<file path="config.mk">
export PLATFORM = sky130hd
export DESIGN_NAME = instruction_fetch_unit
export DESIGN_NICKNAME = d
export VERILOG_FILES = /design/src/rtl/cpu_pkg.sv /design/src/rtl/instruction_fetch_unit_timeout.sv /design/src/rtl/instruction_fetch_unit.sv
export SDC_FILE = /design/constraint.sdc
export NUM_CORES = 1
export LEC_CHECK = 0
export ABC_AREA = 1
export CAP_MARGIN = 15
export CORE_MARGIN = 2
export CORE_UTILIZATION = 40
export DETAILED_ROUTE_END_ITERATION = 16
export GPL_ROUTABILITY_DRIVEN = 0
export PLACE_DENSITY = 0.81
export SLEW_MARGIN = 20
export SYNTH_ARGS = -nofsm -noshare
export SYNTH_HDL_FRONTEND = slang
export SYNTH_SLANG_ARGS = --single-unit
</file>
<file path="constraint.sdc">
create_clock -name clk -period 3 [get_ports clk]
set_input_delay 0.6 -clock clk [delete_from_list [all_inputs] [get_ports clk]]
set_output_delay 0.6 -clock clk [all_outputs]
set_load 0.02 [all_outputs]
</file>
<file path="src/rtl/cpu_pkg.sv">
// Shared widths and fetch FSM state encoding for the instruction fetch slice.
package cpu_pkg;

    localparam int PC_W   = 28;
    localparam int ADDR_W = 8;
    localparam int DATA_W = 32;

    typedef enum logic [1:0] {
        ST_IDLE = 2'd0,
        ST_WAIT = 2'd1,
        ST_HOLD = 2'd2
    } fetch_state_e;

    // Word address presented to instruction memory for a given PC.
    function automatic logic [ADDR_W-1:0] pc_to_addr(input logic [PC_W-1:0] pc);
        return pc[ADDR_W-1:0];
    endfunction

endpackage

</file>
<file path="src/rtl/instruction_fetch_unit_timeout.sv">
// Cycle counter bounding how long a fetch may wait for imem_ack.
module fetch_timeout_counter #(
    parameter int TIMEOUT = 15
) (
    input  logic clk,
    input  logic rst_n,
    input  logic clear,
    input  logic enable,
    output logic expired
);

    localparam int CNT_W = $clog2(TIMEOUT + 1);

    logic [CNT_W-1:0] r_count;

    // Count waiting cycles; cleared whenever no request is outstanding.
    always_ff @(posedge clk or negedge rst_n) begin
        if (!rst_n) begin
            r_count <= '0;
        end else if (clear) begin
            r_count <= '0;
        end else if (enable) begin
            r_count <= r_count + CNT_W'(1);
        end else begin
            r_count <= r_count;
        end
    end

    assign expired = (r_count == CNT_W'(TIMEOUT - 1));

endmodule

</file>
<file path="src/rtl/instruction_fetch_unit.sv">
// Fetches the instruction at pc_in over a req/ack memory port and hands it
// to decode through a valid/ready instruction register.
module instruction_fetch_unit
    import cpu_pkg::*;
#(
    parameter int TIMEOUT = 15
) (
    input  logic              clk,
    input  logic              rst_n,
    input  logic              en,
    input  logic              flush,
    input  logic [PC_W-1:0]   pc_in,
    output logic              incpc,
    output logic              imem_req,
    output logic [ADDR_W-1:0] imem_addr,
    input  logic              imem_ack,
    input  logic [DATA_W-1:0] imem_rdata,
    output logic [DATA_W-1:0] ir_out,
    output logic [PC_W-1:0]   ir_pc,
    output logic              ir_valid,
    input  logic              ir_ready,
    output logic              fetch_err
);

    fetch_state_e      r_state;
    logic [PC_W-1:0]   r_pc_q;
    logic [ADDR_W-1:0] r_addr;
    logic [DATA_W-1:0] r_ir;
    logic [PC_W-1:0]   r_ir_pc;
    logic              r_req;
    logic              r_valid;
    logic              r_incpc;
    logic              r_fetch_err;
    logic              r_discard;
    logic              w_cnt_clear;
    logic              w_cnt_enable;
    logic              w_expired;

    assign w_cnt_clear  = (r_state != ST_WAIT);
    assign w_cnt_enable = (r_state == ST_WAIT) && !imem_ack;

    fetch_timeout_counter #(
        .TIMEOUT (TIMEOUT)
    ) u_timeout (
        .clk     (clk),
        .rst_n   (rst_n),
        .clear   (w_cnt_clear),
        .enable  (w_cnt_enable),
        .expired (w_expired)
    );

    // Fetch sequencing; every output is a register written only here.
    always_ff @(posedge clk or negedge rst_n) begin
        if (!rst_n) begin
            r_state     <= ST_IDLE;
            r_pc_q      <= '0;
            r_addr      <= '0;
            r_ir        <= '0;
            r_ir_pc     <= '0;
            r_req       <= 1'b0;
            r_valid     <= 1'b0;
            r_incpc     <= 1'b0;
            r_fetch_err <= 1'b0;
            r_discard   <= 1'b0;
        end else begin
            r_incpc     <= 1'b0;
            r_fetch_err <= 1'b0;
            case (r_state)
                ST_IDLE: begin
                    if (en && !flush) begin
                        r_pc_q    <= pc_in;
                        r_addr    <= pc_to_addr(pc_in);
                        r_req     <= 1'b1;
                        r_discard <= 1'b0;
                        r_state   <= ST_WAIT;
                    end
                end
                ST_WAIT: begin
                    // A flush coinciding with ack discards the word as well.
                    if (imem_ack) begin
                        r_req     <= 1'b0;
                        r_discard <= 1'b0;
                        if (r_discard || flush) begin
                            r_state <= ST_IDLE;
                        end else begin
                            r_ir    <= imem_rdata;
                            r_ir_pc <= r_pc_q;
                            r_valid <= 1'b1;
                            r_incpc <= 1'b1;
                            r_state <= ST_HOLD;
                        end
                    end else if (w_expired) begin
                        r_req       <= 1'b0;
                        r_fetch_err <= 1'b1;
                        r_discard   <= 1'b0;
                        r_state     <= ST_IDLE;
                    end else if (flush) begin
                        r_discard <= 1'b1;
                    end
                end
                ST_HOLD: begin
                    if (flush || ir_ready) begin
                        r_valid <= 1'b0;
                        r_state <= ST_IDLE;
                    end
                end
                default: begin
                    r_req     <= 1'b0;
                    r_valid   <= 1'b0;
                    r_discard <= 1'b0;
                    r_state   <= ST_IDLE;
                end
            endcase
        end
    end

    assign incpc     = r_incpc;
    assign imem_req  = r_req;
    assign imem_addr = r_addr;
    assign ir_out    = r_ir;
    assign ir_pc     = r_ir_pc;
    assign ir_valid  = r_valid;
    assign fetch_err = r_fetch_err;

endmodule

</file>
==> run_results.csv <==
group,metric,value,unit
place,io_buffers,137,
critical_path,cp.required,2.40,ns
layout,syn2layout_area_growth,40.2,%
timing,slew_headroom,56.6,%
layout,regArea,2480,um2
clock_network,numCtsBuffers,9,
layout,final_core_util,57.5,%
clock_network,clock_latency,0.35,ns
global_routing,grt.total_usage,17.4,%
route,antenna_left,0,
die,core-area,9730,um2
power,p_leak,2.80,nW
critical_path,crit_arrival,1.38,ns
place,dp.cells,690,
synth,synth_cell_types,19,
power,p_per_area,837,nW/um2
critical_path,critPathLaunchType,"flop",
timing,fin_tns_setup,0,ns
layout,final_layout_size_suffix_gt1_share,6.11,%
critical_path,cpPeakStageDelay,0.64,ns
die,fp.dieW,104,um
synth,syn_area_per_cell,9.01,um2
critical_path,crit_fanout,3,
status,status,"completed",
flow_run,max_cap_violations,0,
synth,synth_seq_cells,99,
timing,maxSlewViolCount,0,
global_routing,grt_pass1_wl,15300,um
critical_path,crit_family,"buffers and inverters",
critical_path,rrSetupSlack,1.37,ns
clock_network,cts_tree,"done",
timing,tightest_slew,0.651,ns
layout,fin_cells,706,
route,avgViaCountPerCell,4.43,
critical_path,crit_chain,"clkdlybuf4s50_1",
critical_path,cp_slowest_cell,"clkdlybuf4s50_1",
global_routing,use_met3,3.63,%
timing,period_share,65.9,%
critical_path,r2r-start,"r_state[1]",
synth,netlist_area,3990,um2
route,drt_wl_total,8950,um
die,die-area,10800,um2
global_routing,antenna_found_initial,0,
timing,worst_clock_skew,0.0103,ns
critical_path,end_kind,"output pin",
synth,synthCells,443,
global_routing,grt_max_degree,66,
clock_network,clockBufferDepth,2,
die,rows,36,
global_routing,met1_usage,22.6,%
synth,synth_nets,511,
route,route.detailed.drc,0,
clock_network,post_cts_buffers,0,
synth,yosys_warnings,0,
place,place_area,5380,um2
route,drt_iter0_drc,87,
critical_path,worst-path-buf-inv,1,
die,ios,138,
route,vias,3129,
timing,rsz0062_at_grt,"no",
global_routing,top_usage_layer,"met2",
synth,yosysSeqAreaShare,62.1,%
critical_path,cp-startpoint,"r_pc_q[3]",
global_routing,grt_pass1_vias,3182,
layout,multi_input_area,1160,um2
timing,setup_violations,0,
timing,fin_crit,1.98,ns
clock_network,post_cts_resized,0,
route,wl_per_cell,12.7,um
critical_path,criticalPathCategory,"reg -> out",
global_routing,grtUsageMet2,28.7,%
clock_network,ctsHtreeMaxLevel,3,
route,dr.pass1.iters,4,
timing,fmax,505,MHz
timing,hold_viol,0,
place,hpwl,6440,um
layout,n_fill_cell,877,
min_path,hold_class,"in -> async",
clock_network,clock_sinks,99,
clock_network,clk_pin_slew_worst_paths,0.09,ns
die,start_util,41.0,%
layout,antennaDiodeCount,0,
power,vdd_drop_max,0.366,mV
layout,postLayoutCellArea,5600,um2
layout,nets,636,
clock_network,hold_buffers,0,
die,dieHeight,104,um
global_routing,gr-total-overflow,0,
clock_network,cts-root-buf,"clkbuf_8",
## registers in the layout, summed over array words and instances (netlist names), 2 cells and up
signal	count
ir_out	32
ir_pc	28
r_pc_q	28
r_state	2
u_timeout.r_count	4
## power breakdown
group	internal (mW)	switching [mW]	total, mW
Sequential	1.75	0.254	2.01
Combinational	0.851	0.910	1.76
Clock	0.472	0.445	0.917
## path summary, 6_finish.rpt
| check | to | cells after the start |
|---|---|---|
| worst min register to register | u_timeout.r_count[3] | 1 |
| worst max-delay path | imem_addr[3] | 1 |
| worst min-delay path | ir_out[17] | 1 |
| max in group asynchronous | ir_pc[20] | 2 |
| worst max register to register | ir_out[16] | 8 |
| min in group clk | u_timeout.r_count[3] | 1 |
## per-layer routing
layer,wire length [um],part of all wire (%)
met1,4040,45
met2,4310,48
met3,474,5.3
met4,128,1.4
met5,0,0
## cells by family (layout without fill, tap and decap cells)
kind of cell / after synthesis / count (layout) / synth area share, %
buffers and inverters: 67 / 197 / 8.81
DFF: 99 / 99 / 62.1
AOI/OAI and AO/OA: 40 / 40 / 5.02
and+or+nand+nor: 235 / 235 / 23.5
adders and majority gates: 2 / 2 / 0.627
## cell usage after synthesis (all sizes together)
library cell  number  area share (%)
nor2              10            0.94
inv               40             3.8
o21ai             34             4.3
a21oi              6            0.75
nand3              3            0.50
ha                 2            0.63
clkbuf             3            0.28
nand2            220              21
nand4              2            0.69
buf               24             4.8
dfrtp             99              62
## through the flow
step                      setup slack (ns)  hold slack [ns]  power, mW
after floorplan                       1.57            0.304       2.87
after global placement               0.811            0.450       3.75
after detailed placement             0.747            0.462       3.81
after CTS                            0.994            0.255       4.74
after global routing                 0.971            0.280       4.97
final                                 1.02            0.244       4.68
## final cells by class
| type | instances | share of cell area (%) |
|---|---|---|
| flip-flops and latches | 99 | 44.3 |
| repair buffers | 141 | 25.4 |
| multi-input cells | 277 | 20.8 |
| well taps | 133 | 2.97 |
| inverters | 40 | 2.68 |
| clock buffers | 10 | 2.28 |
| clock inverters | 6 | 1.59 |
## layout by cell type, fill, tap and decap left out
cell type,n
a21oi_1,6
buf_12,2
buf_4,3
bufinv_16,2
clkbuf_1,1
clkbuf_8,9
clkdlybuf4s50_1,136
clkinv_2,1
clkinvlp_4,2
dfrtp_1,99
ha_1,2
inv_1,37
inv_2,3
inv_6,1
nand2_1,210
nand2_2,10
nand3_1,2
nand3_2,1
nand4_1,1
nand4_4,1
nor2_1,10
o21ai_0,29
o21ai_1,5
No activity file was read; power rests on OpenSTA's default activity.
==> edit: new RTL, same flow settings <==
`TIMEOUT` is set to 15 in 2 places; all go to 14.
--- a/src/rtl/instruction_fetch_unit_timeout.sv
+++ b/src/rtl/instruction_fetch_unit_timeout.sv
@@ -1,5 +1,5 @@
 // Cycle counter bounding how long a fetch may wait for imem_ack.
 module fetch_timeout_counter #(
-    parameter int TIMEOUT = 15
+    parameter int TIMEOUT = 14
 ) (
     input  logic clk,
--- a/src/rtl/instruction_fetch_unit.sv
+++ b/src/rtl/instruction_fetch_unit.sv
@@ -4,5 +4,5 @@
     import cpu_pkg::*;
 #(
-    parameter int TIMEOUT = 15
+    parameter int TIMEOUT = 14
 ) (
     input  logic              clk,
Function: same outputs for any inputs over 10 cycles, from zero or initial values and one cycle with rst_n low; that may be too few to reach the edited logic, so the function may still have changed.
==> edit against the unedited design <==
Synthesized area shrank 0.47%; critical path depth is the same; sequential cell count is the same; cell area shrank 0.87%; power shrank 2.6%; sequential share of layout area grew 0.39 points; register-to-register slack gained 0.21 ns; setup slack lost 0.0089 ns; routed wire length grew 2.2%; via count grew 1.5%.
==> edit: results (changes against the unedited design) <==
| Metric | Value |
|---|---|
| Skew final | `0.0108 ns (+0.000488 ns)` |
| VDD IR max | `378 uV (+3.2%)` |
| Vias per Instance | `4.50 (+1.5%)` |
| FILL cells | `856 (-2.4%)` |
| Clock transition at path regs | `0.10 ns` |
| CP endpoint | `imem_addr[0]` |
| CTS max path bufs | `2 (unchanged)` |
| Critical path origin | `r_pc_q[0]` |
| CP Max Fanout | `3 (unchanged)` |
| Max reg flops | `32 (unchanged)` |
| Syn_nets | `509 (-0.39%)` |
| P_leak | `2.81 nW (+0.14%)` |
| Synth unique cells | `19 (unchanged)` |
| Routed met2 length | `4390 microns (+1.8%)` |
| Post-DR wirelength/cell | `13.0 microns (+2.2%)` |
| Synth top cells by count | `nand2_1, dfrtp_1, inv_1` |
| Max incr delay on CP | `0.63 ns` |
| Ant. Diodes | `0 (unchanged)` |
| Final antenna-violating net count | `0 (unchanged)` |
| Crit share post-route | `66.2% (+0.30 points)` |
| Post-Place Setup Slack | `0.918 ns (+0.171 ns)` |
| Flop-to-flop setup slack | `1.58 ns (+0.21 ns)` |
| Total Routing Usage GR | `17.3% (-0.091 points)` |
| Routed length on met3 | `525 microns (+11%)` |
| Vias in the first global route | `3130 (-1.6%)` |
| Max-Slew Margin vs Limit | `55.0% (-1.6 points)` |
| Layout cells sized above 1 | `5.06% (-1.0 points)` |
| Metal1 wirelength | `4080 microns (+1.0%)` |
| Worst reg2reg path depth | `6 (-2)` |
| Number of DRC markers in iteration 0 | `74 (-15%)` |
| Cells after DPL | `690 (unchanged)` |
| Synth top area cells | `dfrtp_1, nand2_1, o21ai_0` |
| Largest net degree at the start of global routing | `59 (-11%)` |
| Complex-gate fraction of the synthesized area | `4.54% (-0.48 points)` |
| Post-DP HPWL | `6500 microns (+0.95%)` |
| Synth Area in Adders | `0.630% (+0.0030 points)` |
| Seq/Total Area, Yosys | `62.4% (+0.29 points)` |
| Cell Area, Placed | `5360 sq um (-0.28%)` |
| Status | `completed` |
| CTS resizes | `0 (unchanged)` |
| FF-to-FF End | `ir_out[23]` |
| Post-synthesis instance total | `441 (-0.45%)` |
| First-pass GRT wire length | `15000 microns (-1.6%)` |
==> edit: changes by cell type in the layout (fill, tap and decap cells not counted), moves of 2 or more <==
cell / change
o21ai_0: +3
bufinv_16: -2
nor2_1: -2
o21ai_1: -5
inv_6: +2
a21oi_1: -2
nand2_2: -10
nand3_1: +3
buf_4: +3
nand2_1: +9
==> edit: metal layers <==
| metal | up-vias | global-route usage [%] |
|---|---|---|
| met1 | 1479 | 22.8 |
| met4 | 0 | 6.47 |
| met5 | - | 0 |
| li1 | 1572 | - |
| met2 | 108 | 28.2 |
| met3 | 17 | 3.65 |
==> edit: cell families (layout without fill, tap and decap cells) <==
family | after synthesis | after routing
AND/OR/NAND/NOR | 239 | 239
flip-flops | 99 | 99
buffers and inverters | 65 | 197
AO/OA/AOI/OAI | 36 | 36
adder cells (fa/ha/maj) | 2 | 2
==> edit: cell type report <==
cell class / count / area, sq um / area share, %
tap: 133 / 166 / 3.00
multi-input combinational: 277 / 1150 / 20.8
inverter: 38 / 143 / 2.57
clock inverter: 7 / 58.8 / 1.06
clock buffer: 9 / 124 / 2.23
timing repair buffer: 143 / 1430 / 25.7
sequential: 99 / 2480 / 44.7
==> edit: power by group <==
group	internal, mW	total [mW]	switching (mW)
Combinational	0.849	1.76	0.913
Clock	0.316	0.797	0.480
Sequential	1.75	2.00	0.249
Total	2.92	4.56	1.64
==> edit: how the worst min path moves through the flow <==
stage	slack [ns]	end	cells past startpoint
floorplan	0.30	fetch_err	0
global placement	0.45	ir_pc[16]	2
detailed placement	0.46	ir_pc[23]	2
CTS	0.28	r_pc_q[21]	1
global route	0.31	r_pc_q[17]	1
finish	0.26	r_pc_q[22]	1
